===== src/rtl/param_result_fifo.sv =====
`default_nettype none
// ============================================================================
// Module   : param_result_fifo
// Brief    : Single-clock read-result FIFO, registered dout/valid, occupancy
//            output. Define FIFO_ERR_FLAGS_EN for sticky overflow/underflow.
// Revision : 1.0 - initial release
// ============================================================================
module param_result_fifo #(
  parameter int WIDTH            = 89,
  parameter int DEPTH            = 8,
  parameter int PROG_FULL_THRESH = 3,
  parameter int CNT_W            = $clog2(DEPTH + 1)
) (
  input  logic             clk,
  input  logic             rst_n,
  input  logic [WIDTH-1:0] din,
  input  logic             wr_en,
  output logic             full,
  output logic             prog_full,
  input  logic             rd_en,
  output logic [WIDTH-1:0] dout,
  output logic             valid,
  output logic             empty,
  output logic [CNT_W-1:0] count
`ifdef FIFO_ERR_FLAGS_EN
  ,
  output logic             overflow,
  output logic             underflow
`endif
);

  localparam int             PTR_W       = $clog2(DEPTH);
  localparam logic [CNT_W-1:0] c_DEPTH_CNT = CNT_W'(DEPTH);
  localparam logic [CNT_W-1:0] c_THRESH    = CNT_W'(PROG_FULL_THRESH);
  localparam logic [PTR_W-1:0] c_LAST_PTR  = PTR_W'(DEPTH - 1);

  logic [WIDTH-1:0] r_mem [DEPTH];
  logic [PTR_W-1:0] r_wr_ptr;
  logic [PTR_W-1:0] r_rd_ptr;
  logic [CNT_W-1:0] r_count;
  logic [WIDTH-1:0] r_dout;
  logic             r_valid;
  logic             w_rd_acc;
  logic             w_wr_acc;
  logic             w_empty;
  logic             w_full;

  assign w_empty  = (r_count == '0);
  assign w_full   = (r_count == c_DEPTH_CNT);
  assign w_rd_acc = rd_en & ~w_empty;
  // A write into a full FIFO is allowed when a read frees a slot this cycle.
  assign w_wr_acc = wr_en & (~w_full | w_rd_acc);

  // Storage is deliberately left unreset.
  always_ff @(posedge clk) begin
    if (w_wr_acc) begin
      r_mem[r_wr_ptr] <= din;
    end
  end

  always_ff @(posedge clk or negedge rst_n) begin
    if (!rst_n) begin
      r_wr_ptr <= '0;
      r_rd_ptr <= '0;
      r_count  <= '0;
      r_dout   <= '0;
      r_valid  <= 1'b0;
    end else begin
      r_valid <= w_rd_acc;
      if (w_wr_acc) begin
        r_wr_ptr <= (r_wr_ptr == c_LAST_PTR) ? '0 : r_wr_ptr + 1'b1;
      end
      if (w_rd_acc) begin
        r_dout   <= r_mem[r_rd_ptr];
        r_rd_ptr <= (r_rd_ptr == c_LAST_PTR) ? '0 : r_rd_ptr + 1'b1;
      end
      case ({w_wr_acc, w_rd_acc})
        2'b10:   r_count <= r_count + 1'b1;
        2'b01:   r_count <= r_count - 1'b1;
        default: r_count <= r_count;
      endcase
    end
  end

`ifdef FIFO_ERR_FLAGS_EN
  logic r_overflow;
  logic r_underflow;

  always_ff @(posedge clk or negedge rst_n) begin
    if (!rst_n) begin
      r_overflow  <= 1'b0;
      r_underflow <= 1'b0;
    end else begin
      r_overflow  <= r_overflow  | (wr_en & ~w_wr_acc);
      r_underflow <= r_underflow | (rd_en & w_empty);
    end
  end

  assign overflow  = r_overflow;
  assign underflow = r_underflow;
`endif

  assign full      = w_full;
  assign prog_full = (r_count >= c_THRESH);
  assign empty     = w_empty;
  assign count     = r_count;
  assign dout      = r_dout;
  assign valid     = r_valid;

endmodule
`default_nettype wire

===== config.mk =====
export PLATFORM = sky130hd
export DESIGN_NAME = param_result_fifo
export DESIGN_NICKNAME = d
export VERILOG_FILES = /design/src/rtl/param_result_fifo.sv
export SDC_FILE = /design/constraint.sdc
export NUM_CORES = 1
export LEC_CHECK = 0
export ABC_AREA = 1
export BUFFER_PORTS_ARGS = -buffer_cell sky130_fd_sc_hd__buf_2
export CAP_MARGIN = 15
export CORE_MARGIN = 2
export CORE_UTILIZATION = 25
export CTS_CLUSTER_DIAMETER = 200
export CTS_CLUSTER_SIZE = 30
export DETAILED_ROUTE_END_ITERATION = 8
export RECOVER_POWER = 100
export SYNTH_ARGS = -nofsm -noshare
export SYNTH_HDL_FRONTEND = slang
export SYNTH_SLANG_ARGS = --single-unit

===== constraint.sdc =====
create_clock -name clk -period 10.59 [get_ports clk]
set_input_delay 1.059 -clock clk [delete_from_list [all_inputs] [get_ports clk]]
set_output_delay 1.059 -clock clk [all_outputs]
set_load 0.005 [all_outputs]

# [Word level (Yosys, flattened, before mapping)]
# Memories as Yosys holds them, arrays and structs flattened. A register that Yosys moved wholly into a read port is not among the register bits.
# Index checks and enable logic that the tools add are counted.
[word_totals] mem_count=1 word_cells=28 latch_bits=0 reg_bits=11 mem_bits_ro=0 inputBits=93 out_inout_bits=97 ramBits=712
[mem_list] memory="r_mem" depth=8 width=89 rd=1 rd_clocked_by_memory_dff=1 write_ports=1 line="37" text="logic [WIDTH-1:0] r_mem [DEPTH];"
[op_classes] reduce_logical=3 n_bitwise=5 shift=0 n_div=0 n_eq_ne=5 n_lt_le_gt_ge=1 n_addsub=4 n_mul=0 muxes=5
[ops] operator="$pmux W4 S2" count=1
[ops] operator="$add A3 B1 Y3 const B" count=2
[ops] operator="$eq A3 B3 Y1 const B" count=2
[ops] operator="$mux W3" count=2
[ops] operator="$add A4 B1 Y4 const B" count=1
[ops] operator="$eq A4 B4 Y1 const B" count=1
[ops] operator="$ge A4 B2 Y1 const B" count=1
[ops] operator="$logic_not A4 Y1" count=1
[ops] operator="$sub A4 B1 Y4 const B" count=1
[ops] operator="$and A1 B1 Y1" count=2
[ops] operator="$eq A2 B1 Y1 const B" count=1
[ops] operator="$eq A2 B2 Y1 const B" count=1
[ops] operator="$mux W1" count=2
[ops] operator="$not A1 Y1" count=2
[ops] operator="$reduce_bool A2 Y1" count=1
[ops] operator="$logic_not A1 Y1" count=1
[ops] operator="$or A1 B1 Y1" count=1

# [Logic depth before layout (Yosys ltp)]
# Gate-level depths: netlist of run 1.
[depth] word_depth=7 ltp_mapped=14 ltp_nobuf=14

# [Worst setup path before layout of run 1]
# Ideal clock, no wire load.
[synth_path] path_type="in2reg" from="in rd_en" to="mem r_mem[1][0] (enable)" slack_ns=0.021 arrival_time_ns=9.813 path_stages=3 setup_ns=0.755 t_required_ns=9.835 cell_sequence="o21ai_0 buf_2 nor4_1"
[synth_via] elab_chain_len=5
[synth_rtl] item="start: declaration" line="20" text="input logic rd_en,"
[synth_rtl] item="$and A1 B1 Y1" line="50" text="assign w_rd_acc = rd_en & ~w_empty;"
[synth_rtl] item="$or A1 B1 Y1" line="52" text="assign w_wr_acc = wr_en & (~w_full | w_rd_acc);"
[synth_rtl] item="$and A1 B1 Y1" line="52"
[synth_rtl] item="$mux W1" line="56" text="if (w_wr_acc) begin"
[synth_rtl] item="$mux W1 (not written as such)" line="57" text="r_mem[r_wr_ptr] <= din;"
[synth_rtl] item="end: declaration" line="37"
# Every way passes these cells.

# [Worst setup path after layout of run 1]
[layout_path] from="reg r_count[0], in the netlist count[0]" to="mem r_mem[5][46] (enable)"
[layout_via] elab_chain_len=7 elab_cells_between_ends=9 classes_between="eq/ne (1); mux (2); bitwise (5); reduce/logical (1)"
[layout_rtl] item="start: declaration" line="40" text="logic [CNT_W-1:0] r_count;"
[layout_rtl] item="start signal: assignment" line="78" text="2'b10: r_count <= r_count + 1'b1;"
[layout_rtl] item="start signal: assignment" line="79" text="2'b01: r_count <= r_count - 1'b1;"
[layout_rtl] item="start signal: assignment" line="80" text="default: r_count <= r_count;"
[layout_rtl] item="$logic_not A4 Y1" line="48" text="assign w_empty = (r_count == '0);"
[layout_rtl] item="$not A1 Y1" line="50"
[layout_rtl] item="$and A1 B1 Y1" line="50"
[layout_rtl] item="$or A1 B1 Y1 (*)" line="52"
[layout_rtl] item="$and A1 B1 Y1 (*)" line="52"
[layout_rtl] item="$mux W1 (*)" line="56"
[layout_rtl] item="$mux W1 (not written as such) (*)" line="57"
# Every way passes the cells marked *; elsewhere a longest branch is shown, timed or not.

==> impl_metrics.tcl, run 1 <==
set metrics [dict create \
    holdBufCountCts 0 \
    drt-total-wl_mm 80.44 \
    grt_start_max_net_pins 243 \
    final_cell_mix "edfxtp_1, nor2_1, o21ai_0" \
    yosys_warnings 0 \
    yosys.area_share.adder_pct 0.3026 \
    fin_crit_ps 6539 \
    clock.fmax_ghz 0.1529 \
    crit_path_start_kind "register" \
    grt_first_pass_wirelength_mm 118.4 \
    h-tree-depth 1 \
    synth_top_family_by_area "compound AO/OA/AOI/OAI gates" \
    die_y_um 358.5 \
    cp-end-kind "register" \
    cp.arrival_ps 6670 \
    core-area_um2 125200 \
    numCtsBuffers 31 \
    synth_compound_area_share_pct 10.81 \
    synth-xor-area-share_pct 0.05575 \
    yosysUniqueCellTypes 23 \
    violations "max-capacitance violations, max-slew violations" \
    synthMuxAreaShare_pct 0 \
    area_delta_synth_final_pct 10.04 \
    finalSetupViolations 0 \
    rows 130 \
    synth-simple-area-share_pct 9.139 \
    via_per_inst 4.460 \
    placed_cells 4118 \
    ys_async_sr_fraction_pct 12.32 \
    ios 190 \
    netlist_instances 2405 \
    critPathKind "register to register" \
    ctsResizeCount 0 \
    p_leak_nw 11.34 \
    tightest_slew_ps 4590 \
    max_cap_violations 16 \
    mostFrequentLayoutCell "edfxtp_1" \
    utilization_pct 27.61 \
    cts_buffer_depth 3 \
    final_antenna_net_count 0 \
    status "finished with violations" \
    peakVddDrop_mv 0.2534 \
    firstDrtPassIters 5 \
    syn_nets 2505 \
    clock_sinks 812 \
    io_buffers 189 \
    setup_ws_ps 4051 \
    holdWs_ps 487.1 \
    fin_nets 2601 \
    cts_tree "built" \
    avgRoutedWirePerCell_um 19.25 \
    cts_root_buf "clkbuf_16" \
    final_layout_size_suffix_gt1_share_pct 2.851 \
    regArea_um2 23890 \
    grt_setup_unrepaired "false" \
    synthFlopType "edfxtp_1" \
    ys_ff_latch 812 \
    critPathRequiredTime_ps 10720 \
    fillers 12815 \
    clk_latency_ps 650 \
    vias 18634 \
    drtIter0Drc 1294 \
    tns_ps 0 \
    antenna_found_initial 29 \
    hold_viol 0 \
    hold_class "register to register" \
    finalMaxSlewViolations 747 \
    fin_crit_sh_pct 61.74 \
    start_util_pct 25.09 \
    path_clk_slew_ps 120 \
    yosysSeqAreaShare_pct 76.01 \
    drcViolationCount 0 \
    post-place-ws_ps 7046 \
    globalplace.congestion 0.7212 \
    grt_use_total_pct 12.13 \
    yosys.area.top_type "edfxtp_1" \
    cts_setup_buffers 0 \
    crit_path_max_fanout 63 \
    hpwl_mm 45.48 \
    die_area_um2 128500 \
    p_per_area_nw_per_um2 246.7 \
    syn_avg_cell_area_um2 13.07 \
    grt_pass1_vias 17576 \
    synth_area_leaders "edfxtp_1, dfrtp_1, nor2_1, o21ai_0, o211ai_1" \
    multi_input_area_um2 6394 \
    rrSetupSlack_ps 4050 \
    slew_headroom_pct -206.0 \
    finClkSkew_ps 15.20 \
    die_w_um 358.5 \
    synthesis.area_um2 31420 \
    synth.top_cell.area_share_pct 68.04 \
    synth-edff-count 712 \
    grt_remaining_overflow 0 \
    fin_cells 4178 \
]
## cell type report
class / instances / area share, %
flip-flops and latches: 812 / 69.10
multi-input cells: 1330 / 18.49
well taps: 1650 / 5.971
repair buffers: 220 / 2.623
clock buffers: 55 / 2.504
inverters: 106 / 1.191
clock inverters: 2 / 0.09408
diodes: 3 / 0.02171
## worst max-delay path: stages (launching register included)
cell	delay (ps)
dfrtp_1	480
nor2_1	80
nand3_1	120
o21ai_0	90
clkbuf_1	310
nor4_2	220
clkbuf_1	1320
clkbuf_1	3300
## synthesized netlist by cell type, types with 3 or more instances
cell type,n
nand2_1,192
buf_2,38
inv_1,102
o211ai_1,149
buf_6,4
clkbuf_1,79
a21oi_1,92
buf_4,25
inv_2,3
o21ai_0,259
nand3_1,126
nor2_1,390
edfxtp_1,712
dfrtp_1,100
ha_1,6
o21ai_1,104
buf_1,11
nor4_1,8
## cells by family (layout without fill, tap and decap cells)
| logic type | Yosys count | after routing |
|---|---|---|
| AND/OR/NAND/NOR | 717 | 717 |
| XOR/XNOR | 2 | 2 |
| adder cells (fa/ha/maj) | 7 | 7 |
| AO/OA/AOI/OAI | 604 | 604 |
| other | 0 | 3 |
| buffers and inverters | 263 | 383 |
| flip-flops | 812 | 812 |
## layer usage
metal,vias up,part of all wire (%),GRT usage [%]
met5,-,0.25,0
met4,32,1.7,2.058
met3,103,6.6,2.914
met2,369,45,19.25
met1,9310,46,17.04
li1,8820,-,-
## report_power, final
group	internal [mW]	switching, mW	leakage, nW
Sequential	4.10	0.325	7.66
Clock	0.569	0.930	0.425
Combinational	0.758	1.85	3.25
Total	5.42	3.11	11.3
## state kept, by name, summed over array words and instances, names as in the netlist
register,count
r_mem,712
valid,1
count,4
r_rd_ptr,3
dout,89
r_wr_ptr,3
## path summary, 6_finish.rpt
kind	cells after the start	end	from
min in group asynchronous	1	dout[22]	rst_n
hold / removal	2	dout[58]	dout[58]
max in group asynchronous	2	r_rd_ptr[2]	rst_n
setup / recovery	7	r_mem[5][46]	count[0]
setup reg to reg	7	r_mem[5][46]	count[0]
hold reg to reg	2	dout[58]	dout[58]
## per-stage QoR
| stage | cell area [µm²] | power (mW) |
|---|---|---|
| floorplan | 31420 | 6.257 |
| global placement | 34010 | 7.172 |
| detailed placement | 34010 | 7.205 |
| CTS | 34900 | 8.701 |
| global route | 34570 | 9.131 |
| finish | 34580 | 8.532 |
No activity file was read; power rests on OpenSTA's default activity.
==> run 2, diff against run 1 <==
==> constraint.sdc (replaced) <==
create_clock -name clk -period 6.5 [get_ports clk]
set_input_delay 0.65 -clock clk [delete_from_list [all_inputs] [get_ports clk]]
set_output_delay 0.65 -clock clk [all_outputs]
set_load 0.005 [all_outputs]
==> run 2 against run 1 <==
Net effect:
- the flow still finishes with violations (max-capacitance violations, max-slew violations)
- non-clock buffer count up 3
- wire length up 1.6%
- count of clock-buffer cells in the layout unchanged
- clock skew up 45 ps
- global-route usage up 0.23 points
- sequential power up 61%
- critical path type unchanged
==> impl_metrics.tcl, run 2 (same netlist as run 1, synthesis figures left out) <==
set metrics [dict create \
    clock_sinks 812 \
    drtIter0Drc 1767 \
    fin_crit_sh_pct 70.86 \
    hpwl_mm 44.98 \
    multi_input_area_um2 6386 \
    cts_buffer_depth 3 \
    ios 190 \
    largest_reg_flops 712 \
    status "finished with violations" \
    critPathKind "register to register" \
    regMostFlops "r_mem" \
    path_common_cell "clkbuf_1" \
    die_area_um2 128500 \
    start_util_pct 25.09 \
    area_delta_synth_final_pct 10.21 \
    hold_viol 0 \
    fin_crit_ps 4606 \
    hold_class "input pin to register" \
    ctsResizeCount 0 \
    die_w_um 358.5 \
    post-place-ws_ps 3186 \
    die_y_um 358.5 \
    finClkSkew_ps 59.76 \
    antenna_found_initial 20 \
    setup_ws_ps 1894 \
    avgRoutedWirePerCell_um 19.55 \
    critical_path_buf_inv_count 3 \
    finalMaxSlewViolations 624 \
    critPathTopFamily "buffers and inverters" \
    cts_root_buf "clkbuf_16" \
    p_leak_nw 11.41 \
    fin_nets 2604 \
    globalplace.congestion 0.7158 \
    regArea_um2 23890 \
    final_layout_size_suffix_gt1_share_pct 3.361 \
    violations "max-capacitance violations, max-slew violations" \
    slew_headroom_pct -130.3 \
    mostFrequentLayoutCell "edfxtp_1" \
    crit_path_max_fanout 39 \
    grt_remaining_overflow 0 \
    drt-total-wl_mm 81.72 \
    cp-end-kind "register" \
    peakVddDrop_mv 0.3227 \
    path_cells "nor2_1 -> nand3_1 -> o21ai_0 -> clkbuf_1 -> nor4_1 -> clkbuf_1 -> buf_4" \
    utilization_pct 27.65 \
    vias 18875 \
    crit_path_start_kind "register" \
    power_mw 13.99 \
    path_clk_slew_ps 130 \
    numCtsBuffers 31 \
    fillers 12845 \
    cts_tree "built" \
    via_per_inst 4.516 \
    clk_latency_ps 670 \
    max_cap_violations 15 \
    grt_start_max_net_pins 231 \
    clock.fmax_ghz 0.2171 \
    rows 130 \
    critPathRequiredTime_ps 6750 \
    firstDrtPassIters 5 \
    tns_ps 0 \
    h-tree-depth 1 \
    critPathSlowestCell "clkbuf_1" \
    io_buffers 189 \
    grt_setup_unrepaired "false" \
    final_antenna_net_count 0 \
    core-area_um2 125200 \
    holdBufCountCts 1 \
    drcViolationCount 0 \
    finalSetupViolations 0 \
    tightest_slew_ps 3455 \
    grt_use_total_pct 12.35 \
    fin_cells 4180 \
    grt_pass1_vias 17902 \
    placed_cells 4120 \
    cts_setup_buffers 0 \
    p_per_area_nw_per_um2 403.9 \
    grt_first_pass_wirelength_mm 120.6 \
    cp.arrival_ps 4860 \
    final_cell_mix "edfxtp_1, nor2_1, o21ai_0" \
    cpPeakStageDelay_ps 1860 \
]
==> run 2: changes by cell type in the layout (fill, tap and decap cells not counted), moves of 2 or more <==
| cell | change |
|---|---|
| buf_2 | +4 |
| diode_2 | -2 |
| clkbuf_1 | -11 |
| inv_6 | +2 |
| buf_4 | +7 |
| o21ai_0 | +10 |
| o21ai_1 | -10 |
| clkbuf_2 | +3 |
==> run 2: cell type report <==
type	count	share of cell area (%)
Multi-Input combinational cell	1330	18.44
Timing Repair Buffer	223	2.771
Clock inverter	3	0.1373
Tap cell	1650	5.962
Antenna cell	1	0.007226
Inverter	106	1.192
Sequential cell	812	68.99
Clock buffer	55	2.500
==> run 2: metrics by stage <==
| stage | hold WS [ps] | area (µm²) |
|---|---|---|
| after global placement | 460.6 | 34030 |
| after CTS | 194.8 | 34960 |
| after detailed placement | 460.6 | 34030 |
| after floorplan | 354.4 | 31420 |
| after global routing | 303.6 | 34630 |
| final | 329.9 | 34630 |
==> run 2: per-layer routing <==
metal,track usage (%),vias to the layer above,part of all wire [%]
met4,1.892,24,1.2
met3,2.467,73,5.7
met1,17.86,9557,47
met5,0,-,0.18
met2,19.50,396,46
li1,-,8825,-
==> run 2: worst paths after layout <==
kind / from / to / slack (ps) / cells after the start
setup / recovery: count[0] / r_mem[3][13] / 1890 / 7
hold / removal: din[57] / r_mem[6][57] / 330 / 1
setup reg to reg: count[0] / r_mem[3][13] / 1890 / 7
hold reg to reg: dout[26] / dout[26] / 490 / 2
max in group asynchronous: rst_n / r_rd_ptr[0] / 2310 / 3
min in group asynchronous: rst_n / count[0] / 1700 / 2
==> run 2: report_power, final <==
| group | internal [mW] | leakage (nW) | switching [mW] |
|---|---|---|---|
| sequential | 6.65 | 7.66 | 0.478 |
| clock | 0.931 | 0.431 | 1.55 |
| combinational | 1.26 | 3.32 | 3.12 |
==> run 2: worst register-to-register path: stages (launching register included) <==
cell      delay (ps)
dfrtp_1          460
nor2_1            80
nand3_1          110
o21ai_0           90
clkbuf_1         310
nor4_1           420
clkbuf_1        1860
buf_4            840
